$ cat src/rtl/mu0_pkg.sv
`default_nettype none
// ============================================================================
// Module      : mu0_pkg
// Description : Shared MU0 constants and boot-arbiter FSM state encoding.
//               The ERROR state exists only when MU0_BOOT_CHECKSUM_EN is set.
// Revision    : 1.0 - initial release
// ============================================================================
package mu0_pkg;

  localparam int   c_addr_w    = 12;
  localparam int   c_data_w    = 16;
  localparam int   c_opc_w     = 4;

  localparam logic c_rnw_read  = 1'b1;
  localparam logic c_rnw_write = 1'b0;

  typedef enum logic [2:0] {
    ST_BOOT  = 3'd0,
    ST_FLUSH = 3'd1,
    ST_HOLD  = 3'd2,
    ST_RUN   = 3'd3
`ifdef MU0_BOOT_CHECKSUM_EN
    ,
    ST_ERROR = 3'd4
`endif
  } boot_state_t;

endpackage
`default_nettype wire

$ cat src/rtl/mu0_boot_writer.sv
`default_nettype none
// ============================================================================
// Module      : mu0_boot_writer
// Description : Registered write stage for boot loads. Drops beats whose
//               address is outside memory (raising a sticky error) and counts
//               the words actually written, saturating at all-ones.
// Revision    : 1.0 - initial release
// ============================================================================
module mu0_boot_writer
  import mu0_pkg::*;
#(
  parameter int MEM_DEPTH = 32,
  parameter int CNT_W     = $clog2(MEM_DEPTH) + 1
) (
  input  logic                clk,
  input  logic                rst,
  input  logic                clear,
  input  logic                beat,
  input  logic [c_addr_w-1:0] addr,
  input  logic [c_data_w-1:0] data,
  output logic                wr_valid,
  output logic [c_addr_w-1:0] wr_addr,
  output logic [c_data_w-1:0] wr_data,
  output logic [CNT_W-1:0]    words_loaded,
  output logic                addr_err
);

  logic                r_wr_valid;
  logic [c_addr_w-1:0] r_wr_addr;
  logic [c_data_w-1:0] r_wr_data;
  logic [CNT_W-1:0]    r_words;
  logic                r_addr_err;
  logic                w_in_range;

  assign w_in_range = (32'(addr) < MEM_DEPTH);

  // Capture beats into the write stage and update the counter / error flag.
  always_ff @(posedge clk or posedge rst) begin
    if (rst) begin
      r_wr_valid <= 1'b0;
      r_wr_addr  <= '0;
      r_wr_data  <= '0;
      r_words    <= '0;
      r_addr_err <= 1'b0;
    end else if (clear) begin
      r_wr_valid <= 1'b0;
      r_words    <= '0;
      r_addr_err <= 1'b0;
    end else begin
      r_wr_valid <= beat && w_in_range;
      if (beat) begin
        r_wr_addr <= addr;
        r_wr_data <= data;
      end
      if (beat && w_in_range && (r_words != '1)) begin
        r_words <= r_words + 1'b1;
      end
      if (beat && !w_in_range) begin
        r_addr_err <= 1'b1;
      end
    end
  end

  // An idle stage presents zero address and data to memory.
  assign wr_valid     = r_wr_valid;
  assign wr_addr      = r_wr_valid ? r_wr_addr : '0;
  assign wr_data      = r_wr_valid ? r_wr_data : '0;
  assign words_loaded = r_words;
  assign addr_err     = r_addr_err;

endmodule
`default_nettype wire

$ cat src/rtl/mu0_boot_arbiter.sv
`default_nettype none
// ============================================================================
// Module      : mu0_boot_arbiter
// Description : Owns the MU0 memory port. Loads an image from a valid/ready
//               stream while holding the core in reset, then releases the
//               core and hands the port over. Optional feature macro:
//               MU0_BOOT_CHECKSUM_EN (last beat carries a 16-bit sum check).
// Revision    : 1.0 - initial release
// ============================================================================
module mu0_boot_arbiter
  import mu0_pkg::*;
#(
  parameter int MEM_DEPTH  = 32,
  parameter int RESET_HOLD = 4
) (
  input  logic                           clk,
  input  logic                           rst,
  input  logic                           load_valid,
  output logic                           load_ready,
  input  logic [c_addr_w-1:0]            load_addr,
  input  logic [c_data_w-1:0]            load_data,
  input  logic                           load_last,
  input  logic                           reload,
  output logic                           cpu_rst_n,
  input  logic [c_addr_w-1:0]            cpu_addr,
  input  logic [c_data_w-1:0]            cpu_wdata,
  input  logic                           cpu_memrq,
  input  logic                           cpu_rnw,
  output logic [c_addr_w-1:0]            mem_addr,
  output logic [c_data_w-1:0]            mem_wdata,
  output logic                           mem_memrq,
  output logic                           mem_rnw,
  output logic                           boot_done,
  output logic [$clog2(MEM_DEPTH):0]     words_loaded,
  output logic                           addr_err
);

  localparam int                  c_cnt_w     = $clog2(MEM_DEPTH) + 1;
  localparam int                  c_hold_w    = (RESET_HOLD > 1) ? $clog2(RESET_HOLD) : 1;
  localparam logic [c_hold_w-1:0] c_hold_init = c_hold_w'(RESET_HOLD - 1);

  boot_state_t         r_state;
  boot_state_t         w_state_nxt;
  logic [c_hold_w-1:0] r_hold_cnt;
  logic [c_hold_w-1:0] w_hold_nxt;
  logic                r_started;
  logic                w_accept;
  logic                w_reload;
  logic                w_beat;
  logic                w_wr_valid;
  logic [c_addr_w-1:0] w_wr_addr;
  logic [c_data_w-1:0] w_wr_data;

  // load_ready stays low for the first cycle after reset is released.
  assign load_ready = r_started && (r_state == ST_BOOT);
  assign w_accept   = load_valid && load_ready;
  assign w_reload   = reload && (r_state != ST_BOOT);
  assign cpu_rst_n  = (r_state == ST_RUN);
  assign boot_done  = (r_state == ST_RUN);

`ifdef MU0_BOOT_CHECKSUM_EN
  logic [c_data_w-1:0] r_sum;
  logic                r_sum_ok;

  // The last beat carries the expected sum and is never written.
  assign w_beat = w_accept && !load_last;

  // Accumulate the image sum and latch the comparison on the last beat.
  always_ff @(posedge clk or posedge rst) begin
    if (rst) begin
      r_sum    <= '0;
      r_sum_ok <= 1'b0;
    end else if (w_reload) begin
      r_sum    <= '0;
      r_sum_ok <= 1'b0;
    end else if (w_accept) begin
      if (load_last) begin
        r_sum_ok <= (r_sum == load_data);
      end else begin
        r_sum <= r_sum + load_data;
      end
    end
  end
`else
  assign w_beat = w_accept;
`endif

  // State, hold counter and the one-cycle-late load_ready enable.
  always_ff @(posedge clk or posedge rst) begin
    if (rst) begin
      r_state    <= ST_BOOT;
      r_hold_cnt <= '0;
      r_started  <= 1'b0;
    end else begin
      r_state    <= w_state_nxt;
      r_hold_cnt <= w_hold_nxt;
      r_started  <= 1'b1;
    end
  end

  // Next-state logic; reload overrides every other transition.
  always_comb begin
    w_state_nxt = r_state;
    w_hold_nxt  = r_hold_cnt;
    if (w_reload) begin
      w_state_nxt = ST_BOOT;
    end else begin
      case (r_state)
        ST_BOOT: begin
          if (w_accept && load_last) w_state_nxt = ST_FLUSH;
        end
        ST_FLUSH: begin
          w_hold_nxt  = c_hold_init;
          w_state_nxt = ST_HOLD;
`ifdef MU0_BOOT_CHECKSUM_EN
          if (!r_sum_ok) w_state_nxt = ST_ERROR;
`endif
        end
        ST_HOLD: begin
          if (r_hold_cnt == '0) w_state_nxt = ST_RUN;
          else                  w_hold_nxt  = r_hold_cnt - 1'b1;
        end
        ST_RUN: begin
          w_state_nxt = ST_RUN;
        end
`ifdef MU0_BOOT_CHECKSUM_EN
        ST_ERROR: begin
          w_state_nxt = ST_ERROR;
        end
`endif
        default: begin
          w_state_nxt = ST_BOOT;
        end
      endcase
    end
  end

  mu0_boot_writer #(
    .MEM_DEPTH (MEM_DEPTH),
    .CNT_W     (c_cnt_w)
  ) u_writer (
    .clk          (clk),
    .rst          (rst),
    .clear        (w_reload),
    .beat         (w_beat),
    .addr         (load_addr),
    .data         (load_data),
    .wr_valid     (w_wr_valid),
    .wr_addr      (w_wr_addr),
    .wr_data      (w_wr_data),
    .words_loaded (words_loaded),
    .addr_err     (addr_err)
  );

  // Memory port mux: core owns the port in RUN, the write stage otherwise.
  always_comb begin
    mem_addr  = w_wr_addr;
    mem_wdata = w_wr_data;
    mem_memrq = w_wr_valid;
    mem_rnw   = w_wr_valid ? c_rnw_write : c_rnw_read;
    if (r_state == ST_RUN) begin
      mem_addr  = cpu_addr;
      mem_wdata = cpu_wdata;
      mem_memrq = cpu_memrq;
      mem_rnw   = cpu_rnw;
    end
  end

endmodule
`default_nettype wire

$ cat config.mk
export PLATFORM = sky130hd
export DESIGN_NAME = mu0_boot_arbiter
export DESIGN_NICKNAME = d
export VERILOG_FILES = /design/src/rtl/mu0_pkg.sv /design/src/rtl/mu0_boot_writer.sv /design/src/rtl/mu0_boot_arbiter.sv
export SDC_FILE = /design/constraint.sdc
export NUM_CORES = 1
export LEC_CHECK = 0
export CAP_MARGIN = 20
export CELL_PAD_IN_SITES_DETAIL_PLACEMENT = 1
export CELL_PAD_IN_SITES_GLOBAL_PLACEMENT = 1
export CORE_AREA = 8 8 93 95
export CTS_CLUSTER_SIZE = 28
export DETAILED_ROUTE_END_ITERATION = 10
export DIE_AREA = 0 0 101 103
export HOLD_SLACK_MARGIN = 0.02
export PLACE_DENSITY_LB_ADDON = 0.1
export SYNTH_ARGS = -nofsm -noshare
export SYNTH_HDL_FRONTEND = slang
export SYNTH_HIERARCHICAL = 1
export SYNTH_SLANG_ARGS = --single-unit
$ cat constraint.sdc
create_clock -name clk -period 3.4 [get_ports clk]
set_input_delay 0.51 -clock clk [delete_from_list [all_inputs] [get_ports clk]]
set_output_delay 0.51 -clock clk [all_outputs]
set_load 0.1 [all_outputs]
After elaboration in Yosys (flattened, before gate mapping)
Cells that the tools add are included.

Register bits: 42. Bits of input ports: 63. Logic and storage cells: 54.

Muxes and demuxes: 18. Bitwise operators: 1. Equality and inequality tests: 7. Reduce and logical (&&, ||, !) cells: 17. $add $sub $neg: 2. Order comparisons: 1.

Operators by type and width (count): 16-bit two-way mux (2); 12-bit two-way mux (2); 12-bit by 6-bit less-than comparator with 1-bit output, second input constant (1); 6-bit two-way mux (2); 3-bit one-hot mux with 4 select lines (1); 3-bit two-way mux (3); 1-bit logical AND (7); 6-bit by 1-bit adder with 6-bit output, second input constant (1); 3-bit by 2-bit equality test with 1-bit output, second input constant (2); 1-bit two-way mux (6); 6-bit inequality test, second input constant (1); 2-bit nonzero test (3); 2-bit one-hot mux with 2 select lines (1); 2-bit AND reduction (2); 3-bit by 1-bit equality test with 1-bit output, second input constant (1); 3-bit zero test (1); 3-bit by 1-bit inequality test with 1-bit output, second input constant (1); 3-bit by 2-bit inequality test with 1-bit output, second input constant (1); 3-bit AND reduction (1); 3-bit nonzero test (1); 2-bit zero test (1); 2-bit two-way mux (1); 2-bit inequality test, second input constant (1); 2-bit by 1-bit subtractor with 2-bit output, second input constant (1); 2 further kinds (2).

Logic depth before layout (Yosys ltp)
Gate-level depths: netlist (run 1).

Depth after elaboration: 7. Gate-level depth with buffers: 9. Mapped depth without buffers: 7.

By module
Netlist (run 1), hierarchy kept.

Modules (own cells, without submodules): mu0_boot_writer (times used 1, cells an instance 130, area an instance 1646.6 µm²); mu0_boot_arbiter (times used 1, cells an instance 73, area an instance 709.4 µm²).

Least setup slack after synthesis (run 1)
No wires, ideal clock.

Path kind: reg-to-output. From: register r_state[1]. To: output mem_rnw. Arrival: 3.487 ns. Stages on the path, launching flop included: 4. Slack: -0.597 ns. Cell sequence: dfrtp_1 ha_1 buf_4 o21ai_0.

Longest elaborated chain between the ends: 2.

Ends and longest elaborated chain: from (decl) (RTL line mu0_boot_arbiter.sv:42) `boot_state_t r_state;`; from (signal assigned) (RTL line mu0_boot_arbiter.sv:95) `r_state <= w_state_nxt;`; 3-bit by 2-bit equality test with 1-bit output; net boot_done (RTL line mu0_boot_arbiter.sv:33) `output logic boot_done,`; 1-bit two-way mux (RTL line mu0_boot_arbiter.sv:161) `if (r_state == ST_RUN) begin`; to (decl) (RTL line mu0_boot_arbiter.sv:32) `output logic mem_rnw,`.

The timed path passes the listed nets, and every way through them passes these cells.

Worst setup path after layout (run 1)
From: register r_state[1]. To: output mem_addr[7].

Longest elaborated chain between the ends: 2.

Ends and longest elaborated chain: 3-bit by 2-bit equality test with 1-bit output (RTL line mu0_boot_arbiter.sv:161); 12-bit two-way mux (RTL line mu0_boot_arbiter.sv:161); to (decl) (RTL line mu0_boot_arbiter.sv:29) `output logic [c_addr_w-1:0] mem_addr,`.

Every way passes these cells.

==> results of run 1 <==
==> kinds of logic after synthesis <==
kind of cell               Yosys count  synth area share
DFF                                 41             0.435
other                                1           0.00159
buffers and inverters               19            0.0377
and+or+nand+nor                     58             0.159
adders and majority gates            5            0.0266
muxes                               58             0.277
AOI/OAI and AO/OA                   20            0.0589
xor gates and xnor gates             1           0.00372
==> worst max-delay path, delay by kind of cell (launching register included) <==
kind | cells | cell delay, ns
buffers and inverters | 2 | 0.59
flip-flops | 1 | 0.44
multiplexers | 1 | 0.44
adder cells (fa/ha/maj) | 1 | 0.18
==> flip-flops by register name, summed over array words and instances (netlist names) <==
| name | count |
|---|---|
| r_hold_cnt | 2 |
| r_started | 1 |
| r_state | 2 |
| u_writer/addr_err | 1 |
| u_writer/r_wr_addr | 12 |
| u_writer/r_wr_data | 16 |
| u_writer/words_loaded | 6 |
| u_writer/wr_valid | 1 |
==> cells in the mapped netlist <==
master,n,share of area
mux2_2,55,0.26
dfrtp_1,41,0.44
and2_1,30,0.080
inv_1,9,0.014
a21oi_1,7,0.015
nor2_1,6,0.0096
ha_1,5,0.027
nand2_1,5,0.0080
buf_4,4,0.013
clkbuf_1,4,0.0064
o21ai_0,4,0.0085
nand3_1,3,0.0064
o21ai_1,3,0.0064
and3_1,2,0.0053
buf_2,2,0.0042
mux2_1,2,0.0096
o31ai_1,2,0.0064
or3_1,2,0.0053
or4_1,2,0.0064
a211oi_2,1,0.0053
a31oi_1,1,0.0027
and3_2,1,0.0032
conb_1,1,0.0016
mux2i_1,1,0.0042
nand2b_1,1,0.0027
nand2b_4,1,0.0058
nand4_1,1,0.0027
nor2b_1,1,0.0027
nor2b_4,1,0.0058
nor3_4,1,0.0069
nor4_4,1,0.0090
o2111ai_4,1,0.011
o32ai_1,1,0.0037
xor2_1,1,0.0037
==> layout make-up <==
type / count / area, um^2
fill: 751 / 3270
timing repair buffer: 105 / 1360
clock buffer: 8 / 80.1
inverter: 9 / 33.8
multi-input combinational: 143 / 1240
tap: 99 / 124
sequential: 41 / 1030
==> metrics by stage <==
stage                     hold slack (ns)  power (uW)
after floorplan                     0.289        1960
after global placement              0.462        2510
after detailed placement            0.477        2550
after CTS                           0.454        2870
after global routing                0.478        2970
final                               0.450        2820
==> routing by layer <==
metal / vias to the layer above / wire length [um] / share of wire / global-route usage
met5: - / 0 / 0 / 0
met4: 0 / 74 / 0.011 / 0.0470
met3: 4 / 419 / 0.060 / 0.0398
met2: 58 / 3480 / 0.50 / 0.232
met1: 926 / 3000 / 0.43 / 0.168
li1: 902 / - / - / -
==> worst max-delay path by stage <==
stage                      startpoint                                   end  slack, ns  cells past startpoint
5_1_grt        r_state[1]$_DFFE_PP0P_                           mem_addr[7]       0.81                      4
6_report       r_state[1]$_DFFE_PP0P_                           mem_addr[7]       0.94                      4
3_5_place_dp             load_addr[8]  u_writer/words_loaded[5]$_DFFE_PP0P_       0.92                      5
3_3_place_gp             load_addr[8]  u_writer/words_loaded[5]$_DFFE_PP0P_       0.98                      5
2_1_floorplan  r_state[1]$_DFFE_PP0P_                               mem_rnw       0.16                      3
4_1_cts        r_state[1]$_DFFE_PP0P_                           mem_addr[7]       0.90                      4
==> power by group through the flow <==
stage / sequential [uW] / combinational, uW / clock, uW
after floorplan: 801 / 1160 / 0
after global placement: 784 / 1730 / 0
after detailed placement: 795 / 1750 / 0
after CTS: 785 / 1760 / 322
after global routing: 814 / 1820 / 339
final: 779 / 1730 / 307
==> flow_summary.ini, run 1 <==
[clock_tree]
cts_sinks = 41
hold_buffers = 0
tritoncts.num_buffers = 5
cts_resized = 0
clk_pin_slew_ns = 0.08
cts_htree_levels = 2
clk_path_buf_depth = 2
cts_tree = built
clock_latency_ns = 0.29
cts_root_buf = clkbuf_8
cts_setup_buffers = 0

[cells_and_area]
num_antenna_cells = 0
final_util = 0.542
layout_common_cells = clkdlybuf4s50_1, mux2_2, dfrtp_1
drive_gt1_frac = 0.340
postLayoutCellArea_mm2 = 0.00387
syn_to_final_growth_pct = 64.2
layoutNonFillerInstCount = 405
final_common_cell = clkdlybuf4s50_1
layout.nets = 373

[sta]
final-hold-violation-count = 0
relSlewSlack = 0.344
setup_tns_ns = 0
finalSetupViolations = 0
slew_violations = 0
fin_crit_sh = 0.723
rsz0062_at_grt = no
final.min_clock_period_ns = 2.46
max_freq_mhz = 407
worst_slack_ns = 0.942
finClkSkew_ns = 0.00497
worstMarginPinSlew_ns = 0.980

[setup_path]
cpPeakStageDelay_ns = 0.44
ff2ff_setup_slack_ns = 1.27
slowest_stage = dfrtp_1
cp.required_ns = 2.89
cp_max_fo = 33
end_kind = output pin
start_kind = flop
reg2reg_depth = 7
timing.rr.start = r_state[1]$_DFFE_PP0P_
crit_type = reg2out
timing.rr.end = u_writer/r_wr_data[6]$_DFFE_PP0P_
cp_cell_sequence = ha_1 > buf_4 > mux2_2 > buf_12
worstPathArrival_ns = 1.95

[floorplan]
die_w_um = 101
die_area_mm2 = 0.0104
ios = 103
fp.coreArea_mm2 = 0.00714
rows = 31
initial_core_util = 0.330
die_h_um = 103

[yosys]
syn_nets = 271
syn_inst = 203
syn_area_mm2 = 0.00236
synth_seq_cells = 41
ys_warn_count = 6
yosysUniqueCellTypes = 34
synth_seq_area_share = 0.435
syn_area_per_cell_um2 = 11.6

[global_routing]
grt_pass1_vias = 2086
grt_max_degree = 37
grt_pass1_wl_mm = 11.1
antenna_found_initial = 0
overflow = 0
grtUsageTotal = 0.139

[pwr]
ir_drop_mv = 0.421
swShare = 0.455
leakagePower_uw = 0.00163
clkPwrFrac = 0.109
p_int_uw = 1540
power_frac_seq = 0.277
power.switching_uw = 1280
combinationalPowerShare = 0.615
power.density_mw_per_mm2 = 729

[placed_design]
dpl-instance-area_mm2 = 0.00379
place_hpwl_mm = 5.47
dp.cells = 397
port_buffers = 102
dp_slack_ns = 0.921
place_congestion = 0.787

[routing]
drt-total-wl_mm = 6.97
vias = 1890
vias_per_cell = 4.67
first_pass_iters = 4
drt-initial-drc-count = 44
antenna_left = 0
drc = 0
routedWlPerCell_um = 17.2

[job]
cap_violations = 0

[min_path]
worst_hold_path_type = in2async

[status]
status = completed
(Power assumes the default switching activity.)
==> inputs of run 2 (changes only) <==
- CORE_AREA: 8 8 93 95 -> 8 8 95 97
- DIE_AREA: 0 0 101 103 -> 0 0 103 105
- clock period: 3.4 -> 2.35 ns (I/O delays scaled with it)
==> flow_summary.ini, run 2 (synthesized netlist as in run 1, its figures left out) <==
[clock_tree]
tritoncts.num_buffers = 5
clock_latency_ns = 0.28
hold_buffers = 0
cts_root_buf = clkbuf_8
cts_resized = 0
cts_sinks = 41
cts_setup_buffers = 0
cts_tree = built
cts_htree_levels = 2
clk_path_buf_depth = 2
clk_pin_slew_ns = 0.07

[floorplan]
die_area_mm2 = 0.0108
ios = 103
die_h_um = 105
die_w_um = 103
initial_core_util = 0.313
rows = 32
fp.coreArea_mm2 = 0.00753

[setup_path]
worstPathArrival_ns = 1.84
crit_type = reg2out
end_kind = output pin
slowest_stage = dfrtp_1
timing.rr.end = u_writer/r_wr_addr[4]$_DFFE_PP0P_
cp_top_family = flip-flops
cp.required_ns = 2.00
path_buf_inv = 1
ff2ff_setup_slack_ns = 0.30
cpPeakStageDelay_ns = 0.92
cp_max_fo = 30
reg2reg_depth = 7
timing.rr.start = r_state[1]$_DFFE_PP0P_
start_kind = flop
cp_cell_sequence = and2_1 > mux2_2 > buf_12
critical_path_cell_count = 3

[cells_and_area]
layout.nets = 374
drive_gt1_frac = 0.376
regMostFlops = u_writer/r_wr_data
postLayoutCellArea_mm2 = 0.00393
layout_common_cells = clkdlybuf4s50_1, mux2_2, dfrtp_1
largest_reg_flops = 16
syn_to_final_growth_pct = 66.9
num_antenna_cells = 0
final_common_cell = clkdlybuf4s50_1

[sta]
worstMarginPinSlew_ns = 0.877
rsz0062_at_grt = no
slew_violations = 0
finalSetupViolations = 0
finClkSkew_ns = 0.00283
relSlewSlack = 0.415
final-hold-violation-count = 0
fin_crit_sh = 0.931
final.min_clock_period_ns = 2.19
setup_tns_ns = 0
max_freq_mhz = 457

[global_routing]
grt_pass1_vias = 2070
overflow = 0
antenna_found_initial = 0
grtUsageTotal = 0.128
grt_pass1_wl_mm = 11.0
grt_max_degree = 34

[placed_design]
port_buffers = 102
dpl-instance-area_mm2 = 0.00385
place_hpwl_mm = 5.46
place_congestion = 0.775

[routing]
drt-initial-drc-count = 35
vias = 1883
drc = 0
routedWlPerCell_um = 16.9
vias_per_cell = 4.62
first_pass_iters = 3
drt-total-wl_mm = 6.91
antenna_left = 0

[status]
status = completed

[job]
cap_violations = 0

[min_path]
worst_hold_path_type = in2async

[pwr]
power_uw = 4150
leakagePower_uw = 0.00167
power.density_mw_per_mm2 = 1060
ir_drop_mv = 0.633
[run 2: final cells by class]
class / instances / area [um^2]
Clock buffer: 7 / 86.3
Fill cell: 808 / 3590
Inverter: 9 / 33.8
Multi-Input combinational cell: 143 / 1260
Sequential cell: 41 / 1030
Tap cell: 102 / 128
Timing Repair Buffer: 106 / 1400
[run 2: stage by stage]
step / worst slack [ns] / hold WS (ns) / util / std cells
floorplan: 0.125 / 0.131 / - / 203
global placement: 0.159 / 0.462 / 0.511 / 401
detailed placement: 0.123 / 0.484 / 0.511 / 401
CTS: 0.0997 / 0.282 / 0.522 / 408
global route: 0.000369 / 0.333 / 0.522 / 408
finish: 0.162 / 0.288 / 0.522 / 408
[run 2: layer usage]
metal,share of wire,global-route usage
met1,0.41,0.151
met2,0.52,0.227
met3,0.058,0.0338
met4,0.0059,0.0217
met5,0,0
[run 2: power breakdown]
part           switching [uW]  internal (uW)  leakage (uW)
clock                     225            233     0.0000443
combinational            1500           1070       0.00113
sequential                137            992      0.000503
[run 2: worst max-delay path by stage]
stage                                                     from                              endpoint  slack (ns)
after floorplan           u_writer/words_loaded[0]$_DFFE_PP0P_  u_writer/words_loaded[5]$_DFFE_PP0P_        0.13
final                              u_writer/wr_valid$_DFF_PP0_                           mem_addr[3]        0.16
after detailed placement                          load_addr[8]  u_writer/words_loaded[5]$_DFFE_PP0P_        0.12
after CTS                          u_writer/wr_valid$_DFF_PP0_                           mem_addr[3]         0.1
after global routing               u_writer/wr_valid$_DFF_PP0_                           mem_addr[3]      0.0004
after global placement                            load_addr[8]  u_writer/words_loaded[5]$_DFFE_PP0P_        0.16
